<file path="src/rtl/imm_gen_pipe_if.sv">
// Handshake bundle for imm_gen_pipe: instruction in, decoded immediate out.
// The DUT takes the slave modport; the producer/consumer side takes master.
interface imm_gen_pipe_if #(
  parameter int XLEN = 32
);
  logic            in_valid;
  logic            in_ready;
  logic [31:0]     in_instr;
  logic            out_valid;
  logic            out_ready;
  logic [XLEN-1:0] out_imm;
  logic [2:0]      out_type;
  logic            out_illegal;
  logic [31:0]     out_instr;

  modport slave (
    input  in_valid, in_instr, out_ready,
    output in_ready, out_valid, out_imm, out_type, out_illegal, out_instr
  );

  modport master (
    output in_valid, in_instr, out_ready,
    input  in_ready, out_valid, out_imm, out_type, out_illegal, out_instr
  );
endinterface

</file>
<file path="src/rtl/imm_gen_pipe.sv">
// RISC-V immediate generator with a 2-entry (main + skid) output buffer.
// Define IMM_GEN_PIPE_CSR_IMM_EN to decode CSR zimm forms of the SYSTEM opcode.
module imm_gen_pipe #(
  parameter int XLEN  = 32,
  parameter int CNT_W = 8
) (
  input  logic             clk,
  input  logic             rst_n,
  imm_gen_pipe_if.slave    bus,
  input  logic             cnt_clr,
  output logic [CNT_W-1:0] illegal_cnt
);

  if (XLEN != 32 && XLEN != 64) begin : g_bad_xlen
    $error("imm_gen_pipe: XLEN must be 32 or 64");
  end

  localparam logic [2:0] T_NONE = 3'd0;
  localparam logic [2:0] T_I    = 3'd1;
  localparam logic [2:0] T_S    = 3'd2;
  localparam logic [2:0] T_B    = 3'd3;
  localparam logic [2:0] T_U    = 3'd4;
  localparam logic [2:0] T_J    = 3'd5;
  localparam logic [2:0] T_CSR  = 3'd6;

  typedef struct packed {
    logic [XLEN-1:0] imm;
    logic [2:0]      typ;
    logic            illegal;
    logic [31:0]     instr;
  } ent_t;

  typedef enum logic [1:0] {S_EMPTY, S_ONE, S_TWO} state_e;

  state_e           state_q, state_d;
  ent_t             main_q, main_d, skid_q, skid_d, dec;
  logic             in_ready_q, in_ready_d;
  logic [CNT_W-1:0] cnt_q, cnt_d;
  logic [31:0]      imm32;
  logic             in_xfer, out_xfer;

  // ---------------- decode ----------------
  always_comb begin
    dec         = '0;
    dec.instr   = bus.in_instr;
    dec.typ     = T_NONE;
    dec.illegal = 1'b0;
    case (bus.in_instr[6:0])
      7'b0000011, 7'b0010011, 7'b1100111, 7'b0001111: dec.typ = T_I;
      7'b0011011: if (XLEN == 64) dec.typ = T_I; else dec.illegal = 1'b1;
      7'b0100011: dec.typ = T_S;
      7'b1100011: dec.typ = T_B;
      7'b0110111, 7'b0010111: dec.typ = T_U;
      7'b1101111: dec.typ = T_J;
      7'b0110011: dec.typ = T_NONE;
      7'b0111011: if (XLEN != 64) dec.illegal = 1'b1;
`ifdef IMM_GEN_PIPE_CSR_IMM_EN
      7'b1110011: dec.typ = bus.in_instr[14] && (bus.in_instr[13:12] != 2'b00) ? T_CSR : T_I;
`else
      7'b1110011: dec.typ = T_I;
`endif
      default:    dec.illegal = 1'b1;
    endcase

    case (dec.typ)
      T_I:     imm32 = {{20{bus.in_instr[31]}}, bus.in_instr[31:20]};
      T_S:     imm32 = {{20{bus.in_instr[31]}}, bus.in_instr[31:25], bus.in_instr[11:7]};
      T_B:     imm32 = {{20{bus.in_instr[31]}}, bus.in_instr[7], bus.in_instr[30:25],
                        bus.in_instr[11:8], 1'b0};
      T_U:     imm32 = {bus.in_instr[31:12], 12'b0};
      T_J:     imm32 = {{12{bus.in_instr[31]}}, bus.in_instr[19:12], bus.in_instr[20],
                        bus.in_instr[30:21], 1'b0};
      T_CSR:   imm32 = {27'b0, bus.in_instr[19:15]};
      default: imm32 = '0;
    endcase
    // Every field is already sign-extended to 32 bits; widen from bit 31.
    dec.imm       = {XLEN{imm32[31]}};
    dec.imm[31:0] = imm32;
  end

  assign in_xfer  = bus.in_valid & in_ready_q;
  assign out_xfer = (state_q != S_EMPTY) & bus.out_ready;

  // ---------------- state / data registers ----------------
  always_ff @(posedge clk or negedge rst_n) begin
    if (!rst_n) begin
      state_q    <= S_EMPTY;
      in_ready_q <= 1'b1;
      main_q     <= '0;
      skid_q     <= '0;
      cnt_q      <= '0;
    end else begin
      state_q    <= state_d;
      in_ready_q <= in_ready_d;
      main_q     <= main_d;
      skid_q     <= skid_d;
      cnt_q      <= cnt_d;
    end
  end

  // ---------------- next state ----------------
  always_comb begin
    state_d = state_q;
    main_d  = main_q;
    skid_d  = skid_q;
    case (state_q)
      S_EMPTY: if (in_xfer) begin
        state_d = S_ONE;
        main_d  = dec;
      end
      S_ONE: begin
        if (in_xfer && !out_xfer) begin
          state_d = S_TWO;
          skid_d  = dec;
        end else if (!in_xfer && out_xfer) begin
          state_d = S_EMPTY;
        end else if (in_xfer && out_xfer) begin
          main_d  = dec;
        end
      end
      S_TWO: if (out_xfer) begin
        state_d = S_ONE;
        main_d  = skid_q;
      end
      default: state_d = S_EMPTY;
    endcase
    // Registered ready: deasserts only once both entries are occupied.
    in_ready_d = (state_d != S_TWO);

    cnt_d = cnt_q;
    if (cnt_clr)
      cnt_d = '0;
    else if (in_xfer && dec.illegal && (cnt_q != {CNT_W{1'b1}}))
      cnt_d = cnt_q + 1'b1;
  end

  // ---------------- outputs ----------------
  always_comb begin
    bus.in_ready    = in_ready_q;
    bus.out_valid   = (state_q != S_EMPTY);
    bus.out_imm     = main_q.imm;
    bus.out_type    = main_q.typ;
    bus.out_illegal = main_q.illegal;
    bus.out_instr   = main_q.instr;
    illegal_cnt     = cnt_q;
  end

endmodule
</file>
<file path="src/flat_wrapper.sv">
// flat-port wrapper written by rule: the top's interface ports become plain ports
module imm_gen_pipe_flat 
#(
  parameter int XLEN  = 32,
  parameter int CNT_W = 8
)
  (clk, rst_n, cnt_clr, illegal_cnt, bus_in_valid, bus_in_instr, bus_out_ready, bus_in_ready, bus_out_valid, bus_out_imm, bus_out_type, bus_out_illegal, bus_out_instr);
  imm_gen_pipe_if #(.XLEN(XLEN)) bus_i ();
  input  logic clk;
  input  logic rst_n;
  input  logic cnt_clr;
  output logic [CNT_W-1:0] illegal_cnt;
  input wire logic [$bits(bus_i.in_valid)-1:0] bus_in_valid;
  input wire logic [$bits(bus_i.in_instr)-1:0] bus_in_instr;
  input wire logic [$bits(bus_i.out_ready)-1:0] bus_out_ready;
  output wire logic [$bits(bus_i.in_ready)-1:0] bus_in_ready;
  output wire logic [$bits(bus_i.out_valid)-1:0] bus_out_valid;
  output wire logic [$bits(bus_i.out_imm)-1:0] bus_out_imm;
  output wire logic [$bits(bus_i.out_type)-1:0] bus_out_type;
  output wire logic [$bits(bus_i.out_illegal)-1:0] bus_out_illegal;
  output wire logic [$bits(bus_i.out_instr)-1:0] bus_out_instr;
  assign bus_i.in_valid = bus_in_valid;
  assign bus_i.in_instr = bus_in_instr;
  assign bus_i.out_ready = bus_out_ready;
  assign bus_in_ready = bus_i.in_ready;
  assign bus_out_valid = bus_i.out_valid;
  assign bus_out_imm = bus_i.out_imm;
  assign bus_out_type = bus_i.out_type;
  assign bus_out_illegal = bus_i.out_illegal;
  assign bus_out_instr = bus_i.out_instr;
  imm_gen_pipe #(.XLEN(XLEN), .CNT_W(CNT_W)) u_core (.clk(clk), .rst_n(rst_n), .bus(bus_i), .cnt_clr(cnt_clr), .illegal_cnt(illegal_cnt));
endmodule
</file>
<file path="config.mk">
export PLATFORM = sky130hd
export DESIGN_NAME = imm_gen_pipe_flat
export DESIGN_NICKNAME = d
export VERILOG_FILES = /design/src/rtl/imm_gen_pipe_if.sv /design/src/rtl/imm_gen_pipe.sv /design/src/flat_wrapper.sv
export SDC_FILE = /design/constraint.sdc
export NUM_CORES = 1
export LEC_CHECK = 0
export ABC_AREA = 0
export BUFFER_PORTS_ARGS = -buffer_cell sky130_fd_sc_hd__buf_2
export CAP_MARGIN = 20
export CORE_MARGIN = 10
export CORE_UTILIZATION = 26
export DETAILED_ROUTE_END_ITERATION = 6
export PLACE_DENSITY = 0.54
export SYNTH_ARGS = -nofsm -noshare
export SYNTH_HDL_FRONTEND = slang
export SYNTH_SLANG_ARGS = --single-unit
</file>
<file path="constraint.sdc">
create_clock -name clk -period 5.2 [get_ports clk]
set_input_delay 0.78 -clock clk [delete_from_list [all_inputs] [get_ports clk]]
set_output_delay 0.78 -clock clk [all_outputs]
set_load 0.01 [all_outputs]
</file>
[After elaboration in Yosys (flattened, before gate mapping)]
Cells that the tools add are included.
Cells by class
  reductions and logical operators: 16
  multiply operators: 0
  shift-type cells: 0
  magnitude comparators: 0
  add/subtract/negate cells: 1
  bitwise operators: 2
  muxes and demuxes: 16
  divide/modulo/power cells: 0
  equal/unequal tests: 26
Operator list (number)
  68-bit 2-to-1 mux: 5
  68-bit case mux with 3 select lines: 1
  32-bit case mux with 6 select lines: 1
  7-bit equality test (second input constant): 4
  7-bit by 6-bit equality test with 1-bit output (second input constant): 3
  8-bit 2-to-1 mux: 2
  3-bit case mux with 5 select lines: 1
  7-bit by 5-bit equality test with 1-bit output (second input constant): 2
  11-bit OR reduction: 1
  3-bit equality test (second input constant): 3
  8-bit by 1-bit adder with 8-bit output (second input constant): 1
  2-bit 2-to-1 mux: 4
  8-bit != test (second input constant): 1
  7-bit by 2-bit equality test with 1-bit output (second input constant): 1
  7-bit by 4-bit equality test with 1-bit output (second input constant): 1
  3-bit by 2-bit equality test with 1-bit output (second input constant): 2
  2-bit by 1-bit != test with 1-bit output (second input constant): 3
  2-bit != test (second input constant): 3
  2-bit case mux with 3 select lines: 1
  6-bit AND reduction: 1
  1-bit logical AND: 5
  5-bit OR reduction: 1
  2-bit nonzero test: 2
  3-bit by 1-bit equality test with 1-bit output (second input constant): 1
  other kinds (9): 11
Word-level totals
  flip-flop bits (word level): 147
  bits in latches: 0
  bits of input ports: 37
  memories kept: 0
  logic and storage cells: 72
  memory bits (writable): 0
  output and inout bits: 78
  bits in read-only memories: 0

[Longest topological paths before layout]
  depth in word-level cells: 9
  depth in mapped cells: 7
  mapped depth without buffers: 6

[Worst setup path before layout]
No wires, ideal clock.
  kind: input port to flip-flop
  start: in bus_in_instr[3]
  end: reg u_core.main_q (netlist bit u_core.bus.out_imm[20])
  path buffers: 2
  setup time: 0.094 ns
  data required time: 5.106 ns
  arrival time: 1.985 ns
  path slack: 3.122 ns
  stages: 7
  cells stage by stage: buf_2 > a2111oi_0 > a21oi_1 > a21oi_1 > nor2_1 > clkbuf_1 > a211oi_1
On the way
  cells in the longest elaborated chain, start to end: 9
  elaborated cells on any way between the ends: 25
  classes of those cells: eq/ne: 16; mux: 7; reduce/logical: 2
RTL lines
  start: declaration: line flat_wrapper.sv:14  | input wire logic [$bits(bus_i.in_instr)-1:0] bus_in_instr;
  7-bit by 2-bit equality test with 1-bit output (tied with other cells): line imm_gen_pipe.sv:48  | case (bus.in_instr[6:0])
  5-bit OR reduction (no line) or 2-bit OR reduction (tied branches)
  3-bit case mux with 5 select lines *: line imm_gen_pipe.sv:48
  3-bit equality test (tied with other cells): line imm_gen_pipe.sv:65  | case (dec.typ)
  32-bit case mux with 6 select lines *: line imm_gen_pipe.sv:65
  68-bit 2-to-1 mux: line imm_gen_pipe.sv:117  | end else if (in_xfer && out_xfer) begin
  68-bit 2-to-1 mux: line imm_gen_pipe.sv:115  | end else if (!in_xfer && out_xfer) begin
  68-bit 2-to-1 mux: line imm_gen_pipe.sv:112  | if (in_xfer && !out_xfer) begin
  68-bit case mux with 3 select lines *: line imm_gen_pipe.sv:106  | case (state_q)
  end signal: assignment: line imm_gen_pipe.sv:95  | main_q <= main_d;
  end: declaration: line imm_gen_pipe.sv:36  | ent_t main_q, main_d, skid_q, skid_d, dec;
Every way passes the cells marked *; elsewhere a longest branch is shown, timed or not. The select of a mux whose other input is x is not followed.
A chain may end at the register's enable or synchronous reset.

[Worst setup path after layout]
  start: reg u_core.state_q[1]
  end: reg u_core.main_q (netlist bit u_core.bus.out_imm[11])
On the way
  cells in the longest elaborated chain, start to end: 6
  elaborated cells on any way between the ends: 17
  classes of those cells: eq/ne: 7; mux: 1; bitwise: 1; reduce/logical: 8
RTL lines
  start: declaration: line imm_gen_pipe.sv:35  | state_e state_q, state_d;
  start signal: assignment: line imm_gen_pipe.sv:93  | state_q <= state_d;
  2-bit nonzero test: line imm_gen_pipe.sv:82  | assign out_xfer = (state_q != S_EMPTY) & bus.out_ready;
  1-bit bitwise AND: line imm_gen_pipe.sv:82
  1-bit zero test: line imm_gen_pipe.sv:112
  1-bit logical AND: line imm_gen_pipe.sv:112
  2-bit != test (no line)
  6-bit AND reduction (no line)
Parallel ways exist; a longest one is shown, timed or not.

==> results_dict.tcl <==
set metrics [dict create \
    postPlaceCellArea_sq_um 7500 \
    whs_ns 0.2708 \
    fin_crit_ns 2.716 \
    slowest_delay_ns 0.74 \
    finClkSkew_ns 0.008962 \
    slew_viol_final 0 \
    use_met1_pct 17.43 \
    htreeDepth 4 \
    die_area_sq_um 32310 \
    worst_slew_pin_slew_ns 1.044 \
    fin_area_sq_um 8137 \
    max-vdd-ir-drop_uv 198.5 \
    post-route-period-util_pct 52.23 \
    status "finished, final reports clean" \
    drive_gt1_share_pct 20.21 \
    clk_path_buf_depth 2 \
    root_buffer "clkbuf_16" \
    hp-class "input pin to asynchronous set/reset pin" \
    setup_viol 0 \
    drtIter0Drc 395 \
    fmax_mhz 368.2 \
    cts_tree "done" \
    hold_buffers 0 \
    clk-insertion-delay-late_ns 0.42 \
    synth-async-reset-ratio_pct 100.0 \
    final_util_pct 32.31 \
    wl_um 20870 \
    hold_viol_final 0 \
    layout_commonest_cell "nand2_1" \
    vias_per_cell 4.755 \
    syn2layout_area_growth_pct 22.63 \
    grtUsageMet3_pct 3.916 \
    grt_pass1_wl_um 33140 \
    post_cts_resized 0 \
    fin_ws_ns 2.484 \
    startpoint "u_core.state_q[1]$_DFF_PN0_" \
    gr-usage-all-layers_pct 12.80 \
    rsz0062_at_grt "false" \
    path_clk_slew_ns 0.07 \
    worst_setup_path_end_kind "flip-flop" \
    cts_setup_buffers 0 \
    dp_hpwl_um 13810 \
    ant_nets 0 \
    synth_seq_cells 147 \
    synth_ff_type "dfrtp_1" \
    antenna_cells 0 \
    core_sq_um 25180 \
    chipWidth_um 179.8 \
    crit_path_start_kind "flip-flop" \
    cp_cell_sequence "and2b_2 -> buf_4 -> nand2_1 -> nand2_4 -> nor2_1 -> a211oi_1" \
    yosysWarnings 0 \
    ys_seq_area_share_pct 55.46 \
    numPortBuffers 114 \
    fin_nets 871 \
    maxSlewHeadroom_pct 30.37 \
    cp.required_ns 5.53 \
    placed_cells 1144 \
    synth_edf_count 0 \
    nFillCells 2643 \
    finalNonFillerCells 1176 \
    grt_pass1_vias 5447 \
    use_met2_pct 19.33 \
    cp_max_fo 97 \
    gp_congestion 0.7981 \
    drc 0 \
    antenna_found_initial 0 \
    rows 58 \
    syn_nets 778 \
    synth_cell_type_count 57 \
    drv_cap 0 \
    synth.avg_cell_area_sq_um 8.966 \
    r2r-start "u_core.state_q[1]$_DFF_PN0_" \
    avgRoutedWirePerCell_um 17.75 \
    io_pins 115 \
    pre_cts_slack_ns 2.329 \
    grt_overflow_total 0 \
    setup_tns_ns 0 \
    die_h_um 179.8 \
    cpMaxStageDelayCell "nand2_4" \
    synthCells 740 \
    first_pass_iters 5 \
    initial_core_util_pct 26.35 \
    layout_common_cells "216 x nand2_1, 146 x dfrtp_1, 113 x buf_2" \
    cts_buffers 17 \
    leakagePower_nw 3.742 \
    power_mw 4.499 \
    syn_area_sq_um 6635 \
    grt_busiest_layer "met2" \
    grt_start_max_net_pins 98 \
    cts_num_sinks 147 \
    vias 5592 \
    p_per_area_nw_per_um2 553.0 \
    arrival_ns 3.04 \
    crit_type "flip-flop to flip-flop" \
]
==> flip-flops by register name, indices dropped and copies added (netlist names) <==
name	count
u_core.bus.out_instr	32
u_core.skid_q	68
u_core.state_q	2
u_core.bus.out_illegal	1
u_core.bus.out_imm	32
u_core.bus.out_type	3
u_core.bus.in_ready	1
u_core.illegal_cnt	8
==> synth_stat cells (3+ instances only) <==
library cell	n	area (sq um)
a211oi_1	21	157.7
a21oi_1	40	200.2
a221o_1	10	100.1
a221oi_1	4	35.03
a22o_1	6	52.55
a31oi_1	37	231.5
and2_1	3	18.77
and3_1	7	43.79
and3b_1	3	26.28
buf_2	22	110.1
clkbuf_1	24	90.09
dfrtp_1	146	3654
nand2_1	218	818.3
nand2b_1	5	31.28
nand3_1	11	55.05
nor2_1	91	341.6
nor3_1	22	110.1
nor3_2	3	30.03
o21ai_0	4	20.02
o21ai_1	11	55.05
or3_1	6	37.54
==> report_power, final <==
part           total [mW]  internal (mW)  switching (mW)
logic                1.30          0.486           0.817
clock network        1.33          0.805           0.522
registers            1.87           1.61           0.255
==> worst max-delay path: cells and delay by family (launching register included) <==
| kind | cells | cell delay, ns |
|---|---|---|
| buf+inv | 1 | 0.49 |
| simple gates | 4 | 1.27 |
| flops | 1 | 0.51 |
| compound gates | 1 | 0.22 |
==> worst paths after layout <==
check / endpoint / cells after the start / slack [ns]
worst min register to register: u_core.skid_q[19]$_DFFE_PN0P_ / 2 / 0.48
max in group asynchronous: u_core.bus.out_instr[23]$_DFFE_PN0P_ / 2 / 3.82
min in group clk: u_core.skid_q[19]$_DFFE_PN0P_ / 2 / 0.48
worst min-delay path: u_core.bus.out_instr[5]$_DFFE_PN0P_ / 1 / 0.27
worst max-delay path: u_core.bus.out_imm[11]$_DFFE_PN0P_ / 6 / 2.48
worst max register to register: u_core.bus.out_imm[11]$_DFFE_PN0P_ / 6 / 2.48
==> routing by layer <==
layer | wire, um | up-vias
met5 | 0 | -
met4 | 237 | 0
met3 | 1126 | 13
met2 | 9676 | 121
met1 | 9834 | 2724
li1 | - | 2734
==> kinds of logic (layout without fill, tap and decap cells) <==
group / after synthesis / after routing / share of synthesized area (%)
AOI/OAI and AO/OA: 152 / 152 / 15.46
buffers and inverters: 51 / 157 / 3.413
xor gates and xnor gates: 3 / 3 / 0.3961
DFF: 147 / 147 / 55.46
muxes: 3 / 3 / 0.5279
and+or+nand+nor: 383 / 383 / 24.55
adders and majority gates: 1 / 1 / 0.1885
==> area by class of cell <==
type	instances	area (sq um)	area share (%)
clock inverter	12	170.2	2.091
sequential	147	3680	45.23
multi-input combinational	542	2755	33.86
tap	330	412.9	5.075
clock buffer	20	466.7	5.736
inverter	2	7.507	0.09227
timing repair buffer	123	644.4	7.919
No activity file was read; power rests on OpenSTA's default activity.
